<file path="config.mk">
export PLATFORM = sky130hd
export DESIGN_NAME = iterative_shifter
export DESIGN_NICKNAME = d
export VERILOG_FILES = /design/src/rtl/iterative_shifter.sv
export SDC_FILE = /design/constraint.sdc
export NUM_CORES = 1
export LEC_CHECK = 0
export ABC_AREA = 1
export CORE_MARGIN = 2
export CORE_UTILIZATION = 45
export CTS_BUF_LIST = sky130_fd_sc_hd__clkbuf_4
export DETAILED_ROUTE_END_ITERATION = 10
export PLACE_DENSITY_LB_ADDON = 0.12
export SLEW_MARGIN = 20
export SYNTH_ARGS = -nofsm -noshare
export SYNTH_HDL_FRONTEND = slang
export SYNTH_SLANG_ARGS = --single-unit
</file>
<file path="constraint.sdc">
create_clock -name clk -period 1.6 [get_ports clk]
set_input_delay 0.32 -clock clk [delete_from_list [all_inputs] [get_ports clk]]
set_output_delay 0.32 -clock clk [all_outputs]
set_load 0.02 [all_outputs]
</file>
<file path="src/rtl/iterative_shifter.sv">
// Multi-cycle SLL/SRL/SRA/ROR shifter, STEP bits per clock, start/done handshake.
// Optional ITERATIVE_SHIFTER_EARLY_EXIT_EN finishes as soon as the value saturates.
module iterative_shifter #(
  parameter int WIDTH   = 32,
  parameter int SHAMT_W = 5,
  parameter int STEP    = 1
) (
  input  logic               clk,
  input  logic               rst_n,
  input  logic               start,
  input  logic [1:0]         op,
  input  logic [WIDTH-1:0]   operand,
  input  logic [SHAMT_W-1:0] shamt,
  output logic               busy,
  output logic               done,
  output logic [WIDTH-1:0]   result
);

  localparam int LW = $clog2(WIDTH);
  localparam int CW = LW + 1;

  typedef enum logic [1:0] {
    IDLE,
    SHIFT,
    DONE
  } state_t;

  state_t           state;
  logic [WIDTH-1:0] work;
  logic [1:0]       op_q;
  logic [CW-1:0]    rem;
  logic             busy_q;
  logic             done_q;

  logic [CW-1:0]    amt;
  logic [CW-1:0]    s;
  logic [CW-1:0]    rem_nx;
  logic [WIDTH-1:0] nw;
  logic             sat_acc;
  logic             sat_nw;

  function automatic logic [WIDTH-1:0] shift1(
    input logic [WIDTH-1:0] v,
    input logic [1:0]       o
  );
    case (o)
      2'b00:   return {v[WIDTH-2:0], 1'b0};
      2'b01:   return {1'b0, v[WIDTH-1:1]};
      2'b10:   return {v[WIDTH-1], v[WIDTH-1:1]};
      default: return {v[0], v[WIDTH-1:1]};
    endcase
  endfunction

`ifdef ITERATIVE_SHIFTER_EARLY_EXIT_EN
  function automatic logic sat(
    input logic [WIDTH-1:0] v,
    input logic [1:0]       o
  );
    case (o)
      2'b00,
      2'b01:   return v == '0;
      2'b10:   return (v == '0) || (v == '1);
      default: return 1'b0;
    endcase
  endfunction
`endif

  // effective shift amount: shamt mod WIDTH
  always_comb begin
    amt = '0;
    for (int i = 0; i < LW; i++) begin
      if (i < SHAMT_W) amt[i] = shamt[i];
    end
  end

  // this cycle's step: min(STEP, remaining), applied one bit at a time
  always_comb begin
    s      = (rem > CW'(STEP)) ? CW'(STEP) : rem;
    rem_nx = rem - s;
    nw     = work;
    for (int i = 0; i < STEP; i++) begin
      if (CW'(i) < s) nw = shift1(nw, op_q);
    end
  end

  // saturation detect on the incoming operand and the next working value
`ifdef ITERATIVE_SHIFTER_EARLY_EXIT_EN
  always_comb begin
    sat_acc = sat(operand, op);
    sat_nw  = sat(nw, op_q);
  end
`else
  always_comb begin
    sat_acc = 1'b0;
    sat_nw  = 1'b0;
  end
`endif

  // control FSM with registered busy/done and working register
  always_ff @(posedge clk or negedge rst_n) begin
    if (!rst_n) begin
      state  <= IDLE;
      work   <= '0;
      op_q   <= 2'b00;
      rem    <= '0;
      busy_q <= 1'b0;
      done_q <= 1'b0;
    end else begin
      case (state)
        IDLE: begin
          done_q <= 1'b0;
          if (start) begin
            work   <= operand;
            op_q   <= op;
            rem    <= amt;
            busy_q <= 1'b1;
            if ((amt == '0) || sat_acc) begin
              state  <= DONE;
              done_q <= 1'b1;
            end else begin
              state  <= SHIFT;
            end
          end
        end
        SHIFT: begin
          work <= nw;
          rem  <= rem_nx;
          if ((rem_nx == '0) || sat_nw) begin
            state  <= DONE;
            done_q <= 1'b1;
          end
        end
        DONE: begin
          state  <= IDLE;
          rem    <= '0;
          busy_q <= 1'b0;
          done_q <= 1'b0;
        end
        default: begin
          state  <= IDLE;
          busy_q <= 1'b0;
          done_q <= 1'b0;
        end
      endcase
    end
  end

  assign busy   = busy_q;
  assign done   = done_q;
  assign result = work;

endmodule

</file>
Word level (Yosys, flattened, before mapping)
Cells that the tools add are included.
{"block": "totals", "elab_cells": 48, "ram_bits": 0, "memories": 0, "latchBits": 0, "romBits": 0, "regBits": 44}
{"block": "classes", "bitwise": 1, "shift": 0, "n_mux": 17, "n_eq_ne": 8, "n_div": 0, "multipliers": 0, "n_addsub": 1, "reduce_logical": 12, "magnitude_cmp": 2}
{"cell": "32-bit case mux with 3 select lines", "count": 1}
{"cell": "32-bit two-way mux", "count": 2}
{"cell": "32-bit case mux with 2 select lines", "count": 1}
{"cell": "6-bit case mux with 3 select lines", "count": 1}
{"cell": "6-bit zero test", "count": 2}
{"cell": "6-bit two-way mux", "count": 2}
{"cell": "2-bit != test, second input constant", "count": 4}
{"cell": "2-bit AND reduction", "count": 4}
{"cell": "6-bit by 1-bit greater-than comparator with 1-bit output, second input constant", "count": 1}
{"cell": "1-bit by 6-bit less-than comparator with 1-bit output, first input constant", "count": 1}
{"cell": "2-bit two-way mux", "count": 3}
{"cell": "6-bit subtractor", "count": 1}
{"cell": "2-bit by 1-bit == test with 1-bit output, second input constant", "count": 2}
{"cell": "2-bit == test, second input constant", "count": 2}
{"cell": "2-bit zero test", "count": 2}
{"cell": "1-bit two-way mux", "count": 4}
{"cell": "1-bit case mux with 2 select lines", "count": 2}
{"cell": "2-bit case mux with 2 select lines", "count": 1}
{"cell": "4-bit AND reduction", "count": 1}
{"cell": "3-bit AND reduction", "count": 1}
{"cell": "3-bit nonzero test", "count": 1}
{"cell": "2-bit nonzero test", "count": 1}
{"cell": "1-bit inverter", "count": 1}

Depth between registers and ports, before layout
Gate-level depths: netlist of the first run.
{"block": "logic_depth", "depth_word": 6, "mapped_depth": 13, "ltp_nobuf": 13}

Worst setup path before layout of the first run
No wires, ideal clock.
{"block": "synth_timing", "path_type": "reg-to-reg", "from": "register rem[2]", "to": "register state[0]", "arrival_time_ns": 1.524, "path_stages_with_launch": 13, "n_path_buf": 0, "required_time_ns": 1.484, "path_slack_ns": -0.041, "path_cell_list": "dfrtp_1 nor2_2 nand3_2 nand2_2 ha_1 nor2_1 nand3_1 nor2_2 nand3_2 nand2_2 nand2_2 nand2_1 nand2_1"}
{"block": "synth_via", "elab_chain_cells": 6}
{"item": "from (decl)", "line": "31", "rtl": "logic [CW-1:0] rem;"}
{"item": "from (signal assigned)", "line": "115", "rtl": "rem <= amt;"}
{"item": "from (signal assigned)", "line": "127", "rtl": "rem <= rem_nx;"}
{"item": "6-bit by 1-bit greater-than comparator with 1-bit output", "line": "78", "rtl": "s = (rem > CW'(STEP)) ? CW'(STEP) : rem;"}
{"item": "6-bit two-way mux", "line": "78"}
{"item": "6-bit subtractor *", "line": "79", "rtl": "rem_nx = rem - s;"}
{"item": "6-bit zero test *", "line": "128", "rtl": "if ((rem_nx == '0) || sat_nw) begin"}
{"item": "2-bit != test (no source line) *"}
{"item": "2-bit AND reduction (no source line) *"}
{"item": "to (signal assigned)", "line": "129", "rtl": "state <= DONE;"}
{"item": "to (signal assigned)", "line": "134", "rtl": "state <= IDLE;"}
{"item": "to (signal assigned)", "line": "140", "rtl": "state <= IDLE;"}
{"item": "to (decl)", "line": "28", "rtl": "state_t state;"}
Mark *: on every way between the ends. The rest lies on a longest branch, timed or not.
A chain may end at the register's enable or synchronous reset.

Worst setup path after layout of the first run
{"block": "layout_timing", "from": "register rem[4]", "to": "register state[0]"}
Same word-level chain as after synthesis.

==> metrics.txt, run 1 <==
Final Critical Period 1.63 ns; sequential area share after synthesis 41.3%; worst-case clock buffer depth 2; post-route insts no fill 567; Avg Vias per Cell 4.97; Worst R2R Path Depth 12; core box area 5820 um2; worst-path fanout max 3; CTS Buf Count 5; Max-Cap Viols 0; final global-route overflow total 0; final hold violations 0; drt first-iter violations 173; Pre-Repair DR Iteration Count 4; Synth Area per Inst 6.80 um2; Max H-tree Level 2; Area growth syn-to-layout 43.6%; Worst Hold Class input port to async pin; actual slew at the worst max-slew pin 0.320 ns; unrepaired setup endpoints after global routing true; Syn Nets 437; Yosys Warn Count 0; vias in the first global route 2577; Clock Sinks 44; Critical R2R Launch rem[4]; DR DRC count 0; io pins 76; cells after synthesis 392; Worst Setup Slack, final -0.0300 ns; reg-to-reg critical path endpoint state[0]; routed len/inst 13.2 um; Final setup viols 2; Placer Congestion 0.861; Slew Viols, Final 0; crit end category flip-flop; post-route clock skew 0.00965 ns; Leakage 1.97 nW; Std-Cell Rows 28; Antenna diodes 0; Root Buffer clkbuf_4; GRT Total Usage 23.8%; ANT nets after route 0; CTS tree yes; DIE HEIGHT 81.0 um; status finished with violations; DIE AREA 6560 um2; Power Density 2250 nW/um2; flop2flop setup slack -0.03 ns; Post-Syn Area 2670 um2; failing checks negative setup slack; Max Fclk 613 MHz; Placed Cells 551; initial antenna violation count 0; CP startpoint kind flip-flop; Worst EP arrival 1.91 ns; Worst Path Required 1.88 ns; Synth Register Bits 44; port bufs 75; setup TNS -0.0598 ns; first-pass GRT wire length 12.1 mm; Total Power 8.60 mW; clk slew on worst S/H paths 0.14 ns; die width 81.0 um; Distinct cells, synth 24; WHS 0.436 ns; maximum vdd ir drop 1150 uV; Max-slew headroom 78.5%; via count 2820; pin count of the biggest net entering global routing 45; final worst-path cycle share 102%; final wirelength 7.48 mm; initial core utilization 45.8%; Skew-Pair Late Insertion Delay 0.37 ns; CP Class flip-flop to flip-flop; post-layout util 65.8%; post-DP HPWL 5.20 mm; layout cells sized above 1 14.4%; Layout Nets 536
cell families after synthesis:
| group | Yosys count | synth area share (%) |
|---|---|---|
| AOI/OAI and AO/OA | 81 | 15.9 |
| xor gates and xnor gates | 1 | 0.329 |
| DFF | 44 | 41.3 |
| buffers and inverters | 45 | 8.40 |
| adders and majority gates | 3 | 1.41 |
| and+or+nand+nor | 218 | 32.7 |
cell usage after synthesis:
master / n / area share, %
nand4_1: 2 / 0.47
nor2_2: 5 / 1.2
nand3_1: 6 / 1.1
nor2_1: 41 / 5.8
o21ai_1: 27 / 5.1
inv_2: 2 / 0.28
buf_2: 12 / 2.3
nor3_1: 1 / 0.19
inv_1: 22 / 3.1
nand2_1: 157 / 22
xor2_1: 1 / 0.33
buf_6: 4 / 1.7
o21ai_0: 46 / 8.6
buf_4: 2 / 0.56
nand2_4: 1 / 0.42
inv_4: 1 / 0.23
ha_1: 3 / 1.4
clkbuf_1: 2 / 0.28
o21ai_2: 3 / 0.99
o22ai_1: 1 / 0.23
a31oi_1: 4 / 0.94
nand2_2: 3 / 0.70
nand3_2: 2 / 0.75
dfrtp_1: 44 / 41
flip-flops by register name, indices dropped and copies added (netlist names):
| signal | cells |
|---|---|
| result | 32 |
| state | 2 |
| done | 1 |
| rem | 6 |
| op_q | 2 |
| busy | 1 |
how the worst max path moves through the flow:
stage / endpoint / startpoint / slack (ns) / cells after the start
after floorplan: state[0] / rem[2] / 0.006 / 12
after global placement: state[0] / rem[5] / -0.005 / 12
after detailed placement: state[0] / rem[5] / -0.08 / 12
after CTS: state[0] / rem[2] / -0.05 / 12
after global routing: state[1] / rem[1] / -0.13 / 12
final: state[0] / rem[4] / -0.03 / 12
metal layers:
metal  track usage [%]  vias up  wire (um)
met5                 0        -          0
met4              7.46        0        107
met3              3.89       10        371
met2              39.3       92       3660
met1              32.1     1280       3340
li1                  -     1438          -
layout make-up:
cell class / count / area, um2
repair buffers: 112 / 1030
well taps: 75 / 93.8
clock inverters: 3 / 90.1
flip-flops and latches: 44 / 1100
fillers: 560 / 1990
inverters: 25 / 96.3
multi-input cells: 303 / 1380
clock buffers: 5 / 37.5
per-stage QoR:
stage	worst slack [ns]	area, um2
after floorplan	0.00616	2670
after global placement	-0.00498	3650
after detailed placement	-0.0817	3650
after CTS	-0.0474	3780
after global routing	-0.125	3830
final	-0.0300	3830
cells in the final DEF, fill, tap and decap left out, drive strengths merged:
cell type	synthesis	final
dlygate4sd2	0	34
inv	25	25
ha	3	3
dfrtp	44	44
nand4	2	2
o22ai	1	1
nand2	161	161
o21ai	76	76
nand3	8	8
nor2	46	46
nor3	1	1
bufinv	0	3
clkdlybuf4s50	0	40
dlygate4sd3	0	1
xor2	1	1
a31oi	4	4
buf	18	37
clkbuf	2	5
what timing repair did:
action / CTS / global route
setup endpoints to repair: 37 / 35
pin swaps: 1 / 5
endpoints found under the hold margin: 44 / 0
cloned: 0 / 0
hold buffers: 1 / 0
resized for setup: 35 / 11
setup buffers: 4 / 3
worst max-delay path, stage by stage, from the launching register on:
cell and delay, ns:
dfrtp_1 0.42, nor2_2 0.14, nand3_2 0.09, nand2_2 0.10, ha_4 0.21, nor2_4 0.07
nand3_2 0.08, nor2_2 0.10, nand3_2 0.08, nand2_2 0.09, nand2_2 0.06, nand2_1 0.05
nand2_1 0.04
report_power, final:
group / switching [mW] / internal, mW / total, mW
Clock: 0.390 / 0.644 / 1.03
Sequential: 0.482 / 1.65 / 2.14
Combinational: 3.22 / 2.22 / 5.43
Total: 4.09 / 4.51 / 8.60
(Power assumes the default switching activity.)
==> run 2, diff against run 1 <==
ABC_CLOCK_PERIOD_IN_PS = 1600   (was not set)
==> results of run 2 <==
Final layout, timing and power as in run 1 (identical DEF).
